File: config.mk
export PLATFORM = sky130hd
export DESIGN_NAME = noise_injector
export DESIGN_NICKNAME = d
export VERILOG_FILES = /design/src/rtl/noise_injector.sv
export SDC_FILE = /design/constraint.sdc
export NUM_CORES = 1
export LEC_CHECK = 0
export CAP_MARGIN = 20
export CORE_ASPECT_RATIO = 0.5
export CORE_MARGIN = 5
export CORE_UTILIZATION = 55
export CTS_BUF_LIST = sky130_fd_sc_hd__clkbuf_16
export DETAILED_ROUTE_END_ITERATION = 12
export MAX_ROUTING_LAYER = met4
export PLACE_DENSITY_LB_ADDON = 0.05
export SYNTH_ARGS = -nofsm -noshare
export SYNTH_HDL_FRONTEND = slang
export SYNTH_SLANG_ARGS = --single-unit
File: constraint.sdc
create_clock -name clk -period 4.65 [get_ports clk]
set_input_delay 0.465 -clock clk [delete_from_list [all_inputs] [get_ports clk]]
set_output_delay 0.465 -clock clk [all_outputs]
set_load 0.02 [all_outputs]
File: src/rtl/noise_injector.sv
// Adds 16-bit Galois-LFSR noise to an AXI-Stream sample, with output register plus skid buffer.
// Define NOISE_SAT_EN to clamp overflowing sums and count clamps; otherwise sums wrap.
module noise_injector #(
  parameter int unsigned WIDTH       = 16,
  parameter logic [15:0] LFSR_SEED   = 16'hACE1,
  parameter int unsigned NOISE_SHIFT = 4
) (
  input  logic             clk,
  input  logic             reset,
  input  logic             noise_enable,
  input  logic [WIDTH-1:0] s_axis_tdata,
  input  logic             s_axis_tvalid,
  output logic             s_axis_tready,
  output logic [WIDTH-1:0] m_axis_tdata,
  output logic             m_axis_tvalid,
  input  logic             m_axis_tready,
  output logic [15:0]      sat_count
);

  logic [15:0]       r_lfsr;
  logic [WIDTH-1:0]  r_out_data;
  logic              r_out_valid;
  logic [WIDTH-1:0]  r_skid_data;
  logic              r_skid_valid;

  logic              w_accept;
  logic              w_out_free;
  logic [15:0]       w_lfsr_next;
  logic signed [15:0] w_noise16;
  logic [WIDTH-1:0]  w_result;

  assign w_accept    = s_axis_tvalid && !r_skid_valid;
  assign w_out_free  = !r_out_valid || m_axis_tready;
  assign w_lfsr_next = (r_lfsr >> 1) ^ (r_lfsr[0] ? 16'hB400 : 16'h0000);
  assign w_noise16   = $signed(r_lfsr) >>> NOISE_SHIFT;

`ifdef NOISE_SAT_EN
  logic signed [WIDTH:0] w_noise;
  logic [WIDTH:0]        w_sum;
  logic                  w_clamp;
  logic [15:0]           r_sat_count;

  always_comb begin
    w_noise = '0;
    if (noise_enable) w_noise = (WIDTH+1)'(w_noise16);
  end

  assign w_sum   = {s_axis_tdata[WIDTH-1], s_axis_tdata} + w_noise;
  // Overflow shows up as disagreement between the guard bit and the result sign bit.
  assign w_clamp = w_sum[WIDTH] ^ w_sum[WIDTH-1];

  always_comb begin
    w_result = w_sum[WIDTH-1:0];
    if (w_clamp) begin
      if (w_sum[WIDTH]) w_result = {1'b1, {(WIDTH-1){1'b0}}};
      else              w_result = {1'b0, {(WIDTH-1){1'b1}}};
    end
  end

  always_ff @(posedge clk) begin
    if (reset) begin
      r_sat_count <= '0;
    end else if (w_accept && w_clamp && (r_sat_count != 16'hFFFF)) begin
      r_sat_count <= r_sat_count + 16'd1;
    end
  end

  assign sat_count = r_sat_count;
`else
  logic signed [WIDTH-1:0] w_noise;

  always_comb begin
    w_noise = '0;
    if (noise_enable) w_noise = WIDTH'(w_noise16);
  end

  assign w_result  = s_axis_tdata + w_noise;
  assign sat_count = 16'h0000;
`endif

  always_ff @(posedge clk) begin
    if (reset) begin
      r_lfsr       <= LFSR_SEED;
      r_out_data   <= '0;
      r_out_valid  <= 1'b0;
      r_skid_data  <= '0;
      r_skid_valid <= 1'b0;
    end else begin
      if (w_accept && noise_enable) r_lfsr <= w_lfsr_next;

      if (w_out_free) begin
        // A full skid implies s_axis_tready is low, so no new beat competes with it.
        if (r_skid_valid) begin
          r_out_data   <= r_skid_data;
          r_out_valid  <= 1'b1;
          r_skid_valid <= 1'b0;
        end else if (w_accept) begin
          r_out_data  <= w_result;
          r_out_valid <= 1'b1;
        end else begin
          r_out_valid <= 1'b0;
        end
      end else if (w_accept) begin
        r_skid_data  <= w_result;
        r_skid_valid <= 1'b1;
      end
    end
  end

  assign s_axis_tready = !r_skid_valid;
  assign m_axis_tdata  = r_out_data;
  assign m_axis_tvalid = r_out_valid;

endmodule
==> results of run 1 <==
==> cells in the final DEF, fill, tap and decap left out, types with 8 or more instances in the layout <==
cell type	n
ha_1	11
xnor2_1	9
o21ai_0	13
nand2_1	62
nand3_1	21
and2_1	14
conb_1	16
a211oi_1	9
nor2_1	29
a21oi_1	36
nor3_1	8
dfxtp_1	50
xor2_1	9
clkdlybuf4s50_1	38
==> metrics by stage <==
stage / total power [mW] / cell area [µm²] / instances
6_report: 1.17 / 3490 / 477
5_1_grt: 1.23 / 3490 / 477
4_1_cts: 1.18 / 3480 / 476
3_5_place_dp: 0.770 / 3320 / 469
3_3_place_gp: 0.763 / 3320 / 469
2_1_floorplan: 0.689 / 3050 / 394
==> cell families after synthesis <==
| family | share of synthesized area [%] |
|---|---|
| muxes | 1.34 |
| AOI/OAI and AO/OA | 23.5 |
| DFF | 33.4 |
| adders and majority gates | 5.27 |
| buffers and inverters | 7.73 |
| other | 0.125 |
| and+or+nand+nor | 23.3 |
| xor gates and xnor gates | 5.27 |
==> Yosys cell counts (2+ instances only) <==
| library cell | instances | area share (%) |
|---|---|---|
| a211oi_1 | 9 | 2.3 |
| a21o_1 | 4 | 1.0 |
| a21oi_1 | 36 | 6.0 |
| a21oi_2 | 3 | 0.88 |
| a311oi_1 | 3 | 0.88 |
| a31oi_1 | 4 | 0.84 |
| and2_1 | 14 | 2.9 |
| and3_1 | 2 | 0.42 |
| buf_2 | 2 | 0.33 |
| buf_4 | 16 | 4.0 |
| buf_6 | 2 | 0.75 |
| clkbuf_1 | 17 | 2.1 |
| clkinv_1 | 2 | 0.25 |
| dfxtp_1 | 50 | 33 |
| ha_1 | 11 | 4.6 |
| mux2i_1 | 4 | 1.3 |
| nand2_1 | 62 | 7.8 |
| nand2b_1 | 2 | 0.42 |
| nand3_1 | 21 | 3.5 |
| nand4_1 | 2 | 0.42 |
| nor2_1 | 29 | 3.6 |
| nor2b_1 | 4 | 0.84 |
| nor3_1 | 8 | 1.3 |
| nor4_1 | 2 | 0.42 |
| o211a_1 | 3 | 1.0 |
| o211ai_1 | 5 | 1.3 |
| o21ai_0 | 13 | 2.2 |
| o21ai_1 | 4 | 0.67 |
| o31ai_2 | 2 | 0.84 |
| or3_1 | 2 | 0.42 |
| or4_1 | 2 | 0.50 |
| xnor2_1 | 9 | 2.6 |
| xor2_1 | 9 | 2.6 |
==> path summary, 6_finish.rpt <==
| kind | from | endpoint | slack, ps | cells after the start |
|---|---|---|---|---|
| setup / recovery | noise_enable | r_skid_data[12] | 1450 | 10 |
| hold / removal | r_lfsr[3] | r_lfsr[2] | 450 | 2 |
| setup reg to reg | r_lfsr[4] | r_skid_data[12] | 2090 | 9 |
| hold reg to reg | r_lfsr[3] | r_lfsr[2] | 450 | 2 |
==> registers in the layout, summed over array words and instances (netlist names) <==
register       count
m_axis_tdata      16
m_axis_tvalid      1
r_lfsr            16
r_skid_data       16
r_skid_valid       1
==> power groups by stage <==
stage	registers (mW)	clock network [mW]	logic (mW)
6_report	0.475	0.406	0.290
5_1_grt	0.479	0.434	0.319
4_1_cts	0.475	0.413	0.288
3_5_place_dp	0.485	0	0.285
3_3_place_gp	0.483	0	0.280
2_1_floorplan	0.498	0	0.191
==> metal layers <==
| layer | GRT usage, % | routed length [µm] | vias up |
|---|---|---|---|
| li1 | - | - | 1362 |
| met1 | 30.3 | 3400 | 1252 |
| met4 | 3.85 | 52 | 0 |
| met2 | 31.7 | 3040 | 77 |
| met3 | 3.78 | 495 | 7 |
| met5 | - | 0 | - |
==> tightest hold or removal path: cells and delay by family (launching register included) <==
kind	cells	cell delay [ps]
compound gates	1	50
flops	1	310
simple gates	1	50
==> final cells by class <==
class / instances / area (µm²) / share of cell area [%]
inverter: 3 / 11.3 / 0.323
sequential: 50 / 1000 / 28.7
multi-input combinational: 303 / 1820 / 52.1
timing repair buffer: 41 / 403 / 11.6
clock inverter: 2 / 38.8 / 1.11
clock buffer: 5 / 125 / 3.59
tap: 73 / 91.3 / 2.62
==> key figures, run 1 <==
Outcome
  – Status: finished, final reports clean

Critical path
  – Critical-path top delay cell: clkdlybuf4s50_1
  – CP Launch Type: input port
  – CP max FO: 17
  – Crit-path cells: clkdlybuf4s50_1 > and2_1 > ha_1 > fa_1 > a21o_1 > a221oi_4 > o2bb2ai_2 > mux2i_1 > xor2_1 > o31ai_2
  – CP peak stage delay: 640 ps
  – Worst EP arrival: 3360 ps
  – Worst EP required: 4820 ps
  – CP Capture Type: flop
  – Critical path type: in -> reg
  – WP buf/inv: 1
  – CP top delay family: compound AO/OA/AOI/OAI gates

Route
  – Vias: 2698
  – Post-DRT Antenna Nets: 0
  – Pre-antenna DRT Iters: 4
  – WL/cell: 14.7 µm
  – Drt drc: 0
  – WL final: 7000 µm
  – Via density: 5.66
  – Initial drt markers: 151

Clock tree
  – Worst-skew pair later-pin latency: 290 ps
  – Cts hold-fix bufs: 0
  – H-tree Lvls: 2
  – Clk buf depth: 2
  – Clock Pin Slew Worst Setup and Hold Paths: 70 ps
  – Cts repair resizes: 0
  – Clock sinks: 50
  – CTS tree: done
  – # Post-CTS Setup Buffers: 0
  – TritonCTS Buffers: 5
  – Root cell of the clock tree: clkbuf_16

Die
  – Die span in x: 114 µm
  – CORE AREA: 5370 µm²
  – Die ar.: 7110 µm²
  – Die Y-Extent: 62.2 µm
  – Row count: 19
  – IO Count: 55
  – Initial core utilization: 55.7%

STA
  – Final setup vio count: 0
  – Fmax: 313 MHz
  – Final setup margin: 1450 ps
  – Period minus WS final: 3200 ps
  – Worst rel slew slack: 34.3%
  – Hold Violations, Final: 0
  – Worst Skew: 7.14 ps
  – Final period utilization: 68.7%
  – Hold slack: 451 ps
  – RSZ-0062 raised after global routing: no
  – Slew Viols, Final: 0
  – Final setup TNS: 0 ps
  – Slew @ Worst Pin: 984 ps

Power
  – Int Power: 0.827 mW
  – Logic pwr share: 24.8%
  – Clk pwr share: 34.7%
  – Peak VDD IR: 0.178 mV
  – Leakage: 1.37 nW
  – Pwr Density: 336 nW/µm²
  – Switching Fraction: 29.4%
  – Switch Pwr: 0.344 mW
  – Seq pwr share: 40.6%

Synth
  – Most used flip-flop cell after synthesis: dfxtp_1
  – Ys Warns: 0
  – Async SR Flop Fraction: 0%
  – #FFs+latches synth: 50
  – Cells after Synth: 379
  – Post-synth EDFFs: 0
  – Synth Area per Inst: 7.90 µm²
  – Post-Syn Area: 2990 µm²
  – Part of the Yosys area used for sequential elements: 33.4%
  – Post-synth cell types: 54

Global route
  – Largest net degree at the start of global routing: 28
  – First-pass GRT wire length: 12000 µm
  – GR Overflow Total: 0
  – Vias in the first global route: 2490
  – Total GRT Usage: 21.2%
  – Antenna violations before repair: 0

Layout
  – Number of diodes: 0
  – Post-layout util: 64.9%
  – Area Growth Syn to Fin: 16.5%
  – Fill cells: 489
  – Final net count: 437
  – Layout cells sized above 1: 5.45%

Hold path
  – Hold Path Class: reg -> reg

Placed design
  – Pre-CTS setup slack: 1160 ps
  – Routability cong.: 0.843
  – Port Buffers: 38
  – DP HPWL: 5140 µm

Job
  – Max-cap violations: 0
Note: power is estimated with default switching activity, not from simulation.
==> run 2: changes to the inputs <==
CORE_UTILIZATION = 53   (was 55)
clock period = 3.25 ns   (was 4.65 ns; I/O delays follow)
==> run 2 against run 1 <==
Total power rose by 46%. Count of clock-buffer cells in the layout unchanged. Cell count is 1.3% higher. Die area rose by 3.3%. Non-clock buffer count grew 5.
==> key figures, run 2 (synthesized netlist as in run 1, its figures left out) <==
Route
  – WL final: 7290 µm (was 7000 µm)
  – WL/cell: 15.1 µm (was 14.7 µm)
  – Vias: 2713 (was 2698)
  – Initial drt markers: 219 (was 151)
  – Via density: 5.62 (was 5.66)
  – Drt drc: 0 (unchanged)
  – Pre-antenna DRT Iters: 5 (was 4)
  – Post-DRT Antenna Nets: 0 (unchanged)

Die
  – Initial core utilization: 54.7% (was 55.7%)
  – CORE AREA: 5470 µm² (was 5370 µm²)
  – Die Y-Extent: 63.1 µm (was 62.2 µm)
  – Die ar.: 7340 µm² (was 7110 µm²)
  – Die span in x: 116 µm (was 114 µm)
  – IO Count: 55 (unchanged)
  – Row count: 19 (unchanged)

Clock tree
  – CTS tree: done (unchanged)
  – Clk buf depth: 2 (unchanged)
  – Root cell of the clock tree: clkbuf_16 (unchanged)
  – Cts hold-fix bufs: 0 (unchanged)
  – TritonCTS Buffers: 5 (unchanged)
  – Clock sinks: 50 (unchanged)
  – H-tree Lvls: 2 (unchanged)
  – Clock Pin Slew Worst Setup and Hold Paths: 70 ps (about the same)
  – # Post-CTS Setup Buffers: 0 (unchanged)
  – Cts repair resizes: 0 (unchanged)
  – Worst-skew pair later-pin latency: 290 ps (about the same)

Critical path
  – CP max FO: 4 (was 17)
  – Critical path type: in -> reg (unchanged)
  – WP buf/inv: 1 (unchanged)
  – CP top delay family: compound AO/OA/AOI/OAI gates (unchanged)
  – Crit-path cells: clkdlybuf4s50_1 > and2_1 > ha_1 > fa_1 > a21o_1 > a221oi_4 > o2bb2ai_2 > mux2i_1 > xor2_1 > o31ai_2 (unchanged)
  – Worst EP arrival: 2920 ps (was 3360 ps)
  – Worst EP required: 3410 ps (was 4820 ps)
  – CP peak stage delay: 460 ps (was 640 ps)
  – CP Launch Type: input port (unchanged)
  – CP Capture Type: flop (unchanged)
  – Worst R2R Setup Slack: 700 ps (was 2090 ps)
  – Critical-path top delay cell: clkdlybuf4s50_1 (unchanged)

Layout
  – Final net count: 442 (was 437)
  – Final instance area: 3530 µm² (was 3490 µm²)
  – Layout cells sized above 1: 6.59% (was 5.45%)
  – Commonest non-fill, non-tap cell in the layout: nand2_1 (unchanged)
  – Area Growth Syn to Fin: 17.9% (was 16.5%)
  – Number of diodes: 0 (unchanged)
  – Commonest non-fill, non-tap cells in the layout: 62 x nand2_1, 50 x dfxtp_1, 38 x clkdlybuf4s50_1 (unchanged)

Placed design
  – Post-DP Area: 3350 µm² (was 3320 µm²)
  – DP HPWL: 5320 µm (was 5140 µm)
  – Routability cong.: 0.901 (was 0.843)
  – Port Buffers: 38 (unchanged)

STA
  – Worst Skew: 6.54 ps (was 7.14 ps)
  – Slew Viols, Final: 0 (unchanged)
  – Period minus WS final: 2760 ps
  – Hold slack: 455 ps (was 451 ps)
  – Final period utilization: 84.8%
  – Final setup vio count: 0 (unchanged)
  – Fmax: 363 MHz
  – Slew @ Worst Pin: 666 ps (was 984 ps)
  – Final setup TNS: 0 ps (unchanged)
  – Hold Violations, Final: 0 (unchanged)
  – Worst rel slew slack: 55.6% (was 34.3%)
  – RSZ-0062 raised after global routing: no (unchanged)

Global route
  – First-pass GRT wire length: 12000 µm (about the same)
  – Largest net degree at the start of global routing: 39 (was 28)
  – Vias in the first global route: 2423 (was 2490)
  – Total GRT Usage: 20.9% (was 21.2%)
  – GR Overflow Total: 0 (unchanged)
  – Antenna violations before repair: 0 (unchanged)

Outcome
  – Status: finished, final reports clean (unchanged)

Hold path
  – Hold Path Class: reg -> reg (unchanged)

Job
  – Max-cap violations: 0 (unchanged)

Power
  – Pwr Density: 483 nW/µm² (was 336 nW/µm²)
  – Peak VDD IR: 0.258 mV (was 0.178 mV)
  – Final Power: 1.70 mW (was 1.17 mW)
  – Leakage: 1.40 nW (was 1.37 nW)
[run 2: cell types whose count changed in the layout (fill, tap and decap cells not counted)]
| cell | previous run | this run |
|---|---|---|
| buf_4 | 3 | 8 |
| clkinv_1 | 2 | 3 |
| clkinv_4 | 1 | 0 |
| inv_6 | 0 | 1 |
[run 2: path summary, 6_finish.rpt]
check | startpoint | cells past startpoint | end
worst max-delay path | noise_enable | 10 | r_skid_data[12]
worst min-delay path | r_skid_data[1] | 2 | r_skid_data[1]
worst max register to register | r_lfsr[4] | 9 | r_skid_data[12]
worst min register to register | r_skid_data[1] | 2 | r_skid_data[1]
[run 2: layer usage]
metal | GRT usage (%) | share of wire (%)
met5 | - | 0
met4 | 3.91 | 0.53
met3 | 4.40 | 8.3
met2 | 29.0 | 43
met1 | 31.1 | 49
[run 2: report_power, final]
| group | total [mW] | leakage [nW] | switching, mW | internal, mW |
|---|---|---|---|---|
| clock network | 0.602 | 0.0818 | 0.238 | 0.364 |
| logic | 0.425 | 0.906 | 0.251 | 0.174 |
| registers | 0.678 | 0.410 | 0.0247 | 0.653 |
[run 2: stage by stage]
stage | util [%] | cells | setup WS [ps]
2_1_floorplan | - | 394 | 573
3_3_place_gp | 61.3 | 474 | 276
3_5_place_dp | 61.3 | 474 | 223
4_1_cts | 64.4 | 482 | 489
5_1_grt | 64.5 | 483 | 340
6_report | 64.5 | 483 | 494
[run 2: worst min-delay path, cell delays in order, from the launching register on]
cell and delay, ps:
dfxtp_1 310, nand2_1 50, a21oi_1 50
[run 2: final cells by class]
class,instances,area (µm²)
Timing Repair Buffer,46,440
Sequential cell,50,1000
Clock buffer,5,125
Fill cell,489,1940
Multi-Input combinational cell,303,1820
Clock inverter,3,42.5
Tap cell,73,91.3
Inverter,3,11.3
==> run 3: changes to the inputs <==
CORE_UTILIZATION = 48   (was 53)
clock period = 2.4 ns   (was 3.25 ns; I/O delays follow)
==> run 3 against run 2 <==
First-iteration DRC count decreased by 9.6%. Sequential power increased by 36%. Global-route usage about the same. Critical path depth decreased by 1. Flip-flop and latch count unchanged. Total power increased by 43%. Setup slack got worse by 430 ps. Critical path type is now reg -> reg.
==> key figures, run 3 (synthesized netlist as in run 1, its figures left out) <==
Power
  – Peak VDD IR: 0.266 mV (was 0.258 mV)
  – Switch Pwr: 0.731 mW (was 0.513 mW)
  – Int Power: 1.70 mW (was 1.19 mW)
  – Pwr Density: 611 nW/µm² (was 483 nW/µm²)
  – Clk pwr share: 34.3% (was 35.3%)
  – Leakage: 1.66 nW (was 1.40 nW)
  – Seq pwr share: 37.8% (was 39.8%)
  – Switching Fraction: 30.1% (about the same)
  – Logic pwr share: 27.9% (was 25.0%)

Hold path
  – Hold endpoint: r_lfsr[2] (was r_skid_data[1])
  – Worst hold stages: 2 (unchanged)
  – Hold Path Class: reg -> reg (unchanged)
  – Worst Hold Launch: r_lfsr[3] (was r_skid_data[1])

Layout
  – Number of diodes: 0 (unchanged)
  – Commonest non-fill, non-tap cells in the layout: 62 x nand2_1, 56 x buf_4, 49 x dfxtp_1 (was 62 x nand2_1, 50 x dfxtp_1, 38 x clkdlybuf4s50_1)
  – Fill cells: 533 (was 489)
  – Post-layout util: 65.7% (was 64.5%)
  – Non-filler cells, final: 548 (was 483)
  – Final net count: 492 (was 442)
  – Commonest non-fill, non-tap cell in the layout: nand2_1 (unchanged)
  – Layout cells sized above 1: 19.3% (was 6.59%)
  – Area Growth Syn to Fin: 32.9% (was 17.9%)

STA
  – Worst Skew: 3.16 ps (was 6.54 ps)
  – RSZ-0062 raised after global routing: yes (was no)
  – Final setup vio count: 0 (unchanged)
  – Worst rel slew slack: 41.9% (was 55.6%)
  – Slew Viols, Final: 0 (unchanged)
  – Final period utilization: 97.5%
  – Slew @ Worst Pin: 866 ps (was 666 ps)
  – Period minus WS final: 2340 ps
  – Fmax: 428 MHz
  – Hold Violations, Final: 0 (unchanged)

Global route
  – Largest net degree at the start of global routing: 29 (was 39)
  – First-pass GRT wire length: 13000 µm (was 12000 µm)
  – Antenna violations before repair: 0 (unchanged)
  – GR Overflow Total: 0 (unchanged)
  – Vias in the first global route: 2752 (was 2423)
  – Total GRT Usage: 20.9% (about the same)

Critical path
  – CP Capture Type: flop (unchanged)
  – Worst EP arrival: 2510 ps (was 2920 ps)
  – CP max FO: 3 (was 4)
  – Critical Path Start: r_lfsr[4] (was noise_enable)
  – Worst EP required: 2570 ps (was 3410 ps)
  – Critical path type: reg -> reg (was in -> reg)
  – Reg2Reg Depth: 9 (unchanged)
  – Crit-path cells: and2_4 > ha_4 > fa_2 > a21o_1 > a221oi_4 > o2bb2ai_2 > mux2i_1 > xor2_1 > o31ai_2 (was clkdlybuf4s50_1 > and2_1 > ha_1 > fa_1 > a21o_1 > a221oi_4 > o2bb2ai_2 > mux2i_1 > xor2_1 > o31ai_2)
  – CP Launch Type: flop (was input port)
  – Critical-path top delay cell: dfxtp_2 (was clkdlybuf4s50_1)
  – Worst R2R Setup Slack: 60 ps (was 700 ps)
  – WP buf/inv: 0 (was 1)
  – Reg-to-reg startpoint: r_lfsr[4] (unchanged)
  – Reg2Reg Capture Point: r_skid_data[12] (unchanged)
  – CP top delay family: compound AO/OA/AOI/OAI gates (unchanged)
  – CP peak stage delay: 330 ps (was 460 ps)

Route
  – Drt drc: 0 (unchanged)
  – Post-DRT Antenna Nets: 0 (unchanged)
  – Vias: 2878 (was 2713)
  – Initial drt markers: 198 (was 219)
  – Via density: 5.25 (was 5.62)
  – WL final: 7820 µm (was 7290 µm)
  – Pre-antenna DRT Iters: 4 (was 5)
  – WL/cell: 14.3 µm (was 15.1 µm)

Die
  – Die span in x: 122 µm (was 116 µm)
  – Initial core utilization: 49.4% (was 54.7%)
  – Row count: 20 (was 19)
  – Die Y-Extent: 65.8 µm (was 63.1 µm)
  – CORE AREA: 6060 µm² (was 5470 µm²)
  – IO Count: 55 (unchanged)
  – Die ar.: 8010 µm² (was 7340 µm²)

Job
  – Max-cap violations: 0 (unchanged)

Placed design
  – Port Buffers: 38 (unchanged)
  – Placed cells: 536 (was 474)
  – Routability cong.: 0.829 (was 0.901)
  – DP HPWL: 5850 µm (was 5320 µm)

Outcome
  – Status: finished, final reports clean (unchanged)

Clock tree
  – Root cell of the clock tree: clkbuf_16 (unchanged)
  – TritonCTS Buffers: 5 (unchanged)
  – Cts hold-fix bufs: 0 (unchanged)
  – CTS tree: done (unchanged)
  – Worst-skew pair later-pin latency: 290 ps (about the same)
  – H-tree Lvls: 2 (unchanged)
  – Clk buf depth: 2 (unchanged)
  – Clock Pin Slew Worst Setup and Hold Paths: 70 ps (about the same)
  – Clock sinks: 50 (unchanged)
## run 3: how the worst max path moves through the flow
stage                            to  slack (ps)  depth (start not counted)
finish              r_skid_data[12]          60                          9
global route        r_skid_data[13]         -50                          9
CTS                 r_skid_data[12]          40                         11
detailed placement  r_skid_data[12]        -440                         11
global placement    r_skid_data[12]        -390                         11
floorplan           r_skid_data[12]         -40                         11
## run 3: power by group through the flow
stage          clock, mW  sequential [mW]  combinational (mW)
2_1_floorplan          0            0.965               0.376
3_3_place_gp           0            0.935               0.643
3_5_place_dp           0            0.938               0.655
4_1_cts            0.852            0.919               0.666
5_1_grt            0.899            0.927               0.742
6_report           0.833            0.919               0.679
## run 3: metrics by stage
step | total power [mW] | hold WS [ps] | setup TNS, ps | instance area (µm²) | setup slack (ps)
finish | 2.43 | 459 | 0 | 3980 | 60.8
CTS | 2.44 | 460 | 0 | 3950 | 40.9
global route | 2.57 | 477 | -91.0 | 3980 | -46.1
detailed placement | 1.59 | 448 | -7250 | 3740 | -442
floorplan | 1.34 | 412 | -52.3 | 3090 | -38.1
global placement | 1.58 | 442 | -6090 | 3740 | -395
## run 3: worst register-to-register path: stages (launching register included)
cell       delay, ps
dfxtp_2          330
and2_4           140
ha_4             160
fa_2             340
a21o_1           210
a221oi_4         320
o2bb2ai_2        170
mux2i_1          270
xor2_1           220
o31ai_2           70
## run 3: routing by layer
metal | GRT usage [%] | vias up | wire length, µm
met2 | 33.1 | 91 | 3400
li1 | - | 1462 | -
met4 | 4.89 | 0 | 55
met1 | 27.7 | 1319 | 3810
met5 | - | - | 0
met3 | 4.53 | 6 | 558
## run 3: final cells by class
class	instances	area [µm²]	area share, %
clock buffers	5	125	3.15
clock inverters	3	48.8	1.23
well taps	88	110	2.77
multi-input cells	303	1870	47.0
flip-flops and latches	50	1000	25.2
repair buffers	96	812	20.4
inverters	3	11.3	0.283
## run 3: repair_timing
item                       4_1_cts  5_1_grt
pin swaps                        4        8
gates cloned                     1        0
setup buffers                    1        2
setup endpoints to repair       14       11
resized for setup                4        8
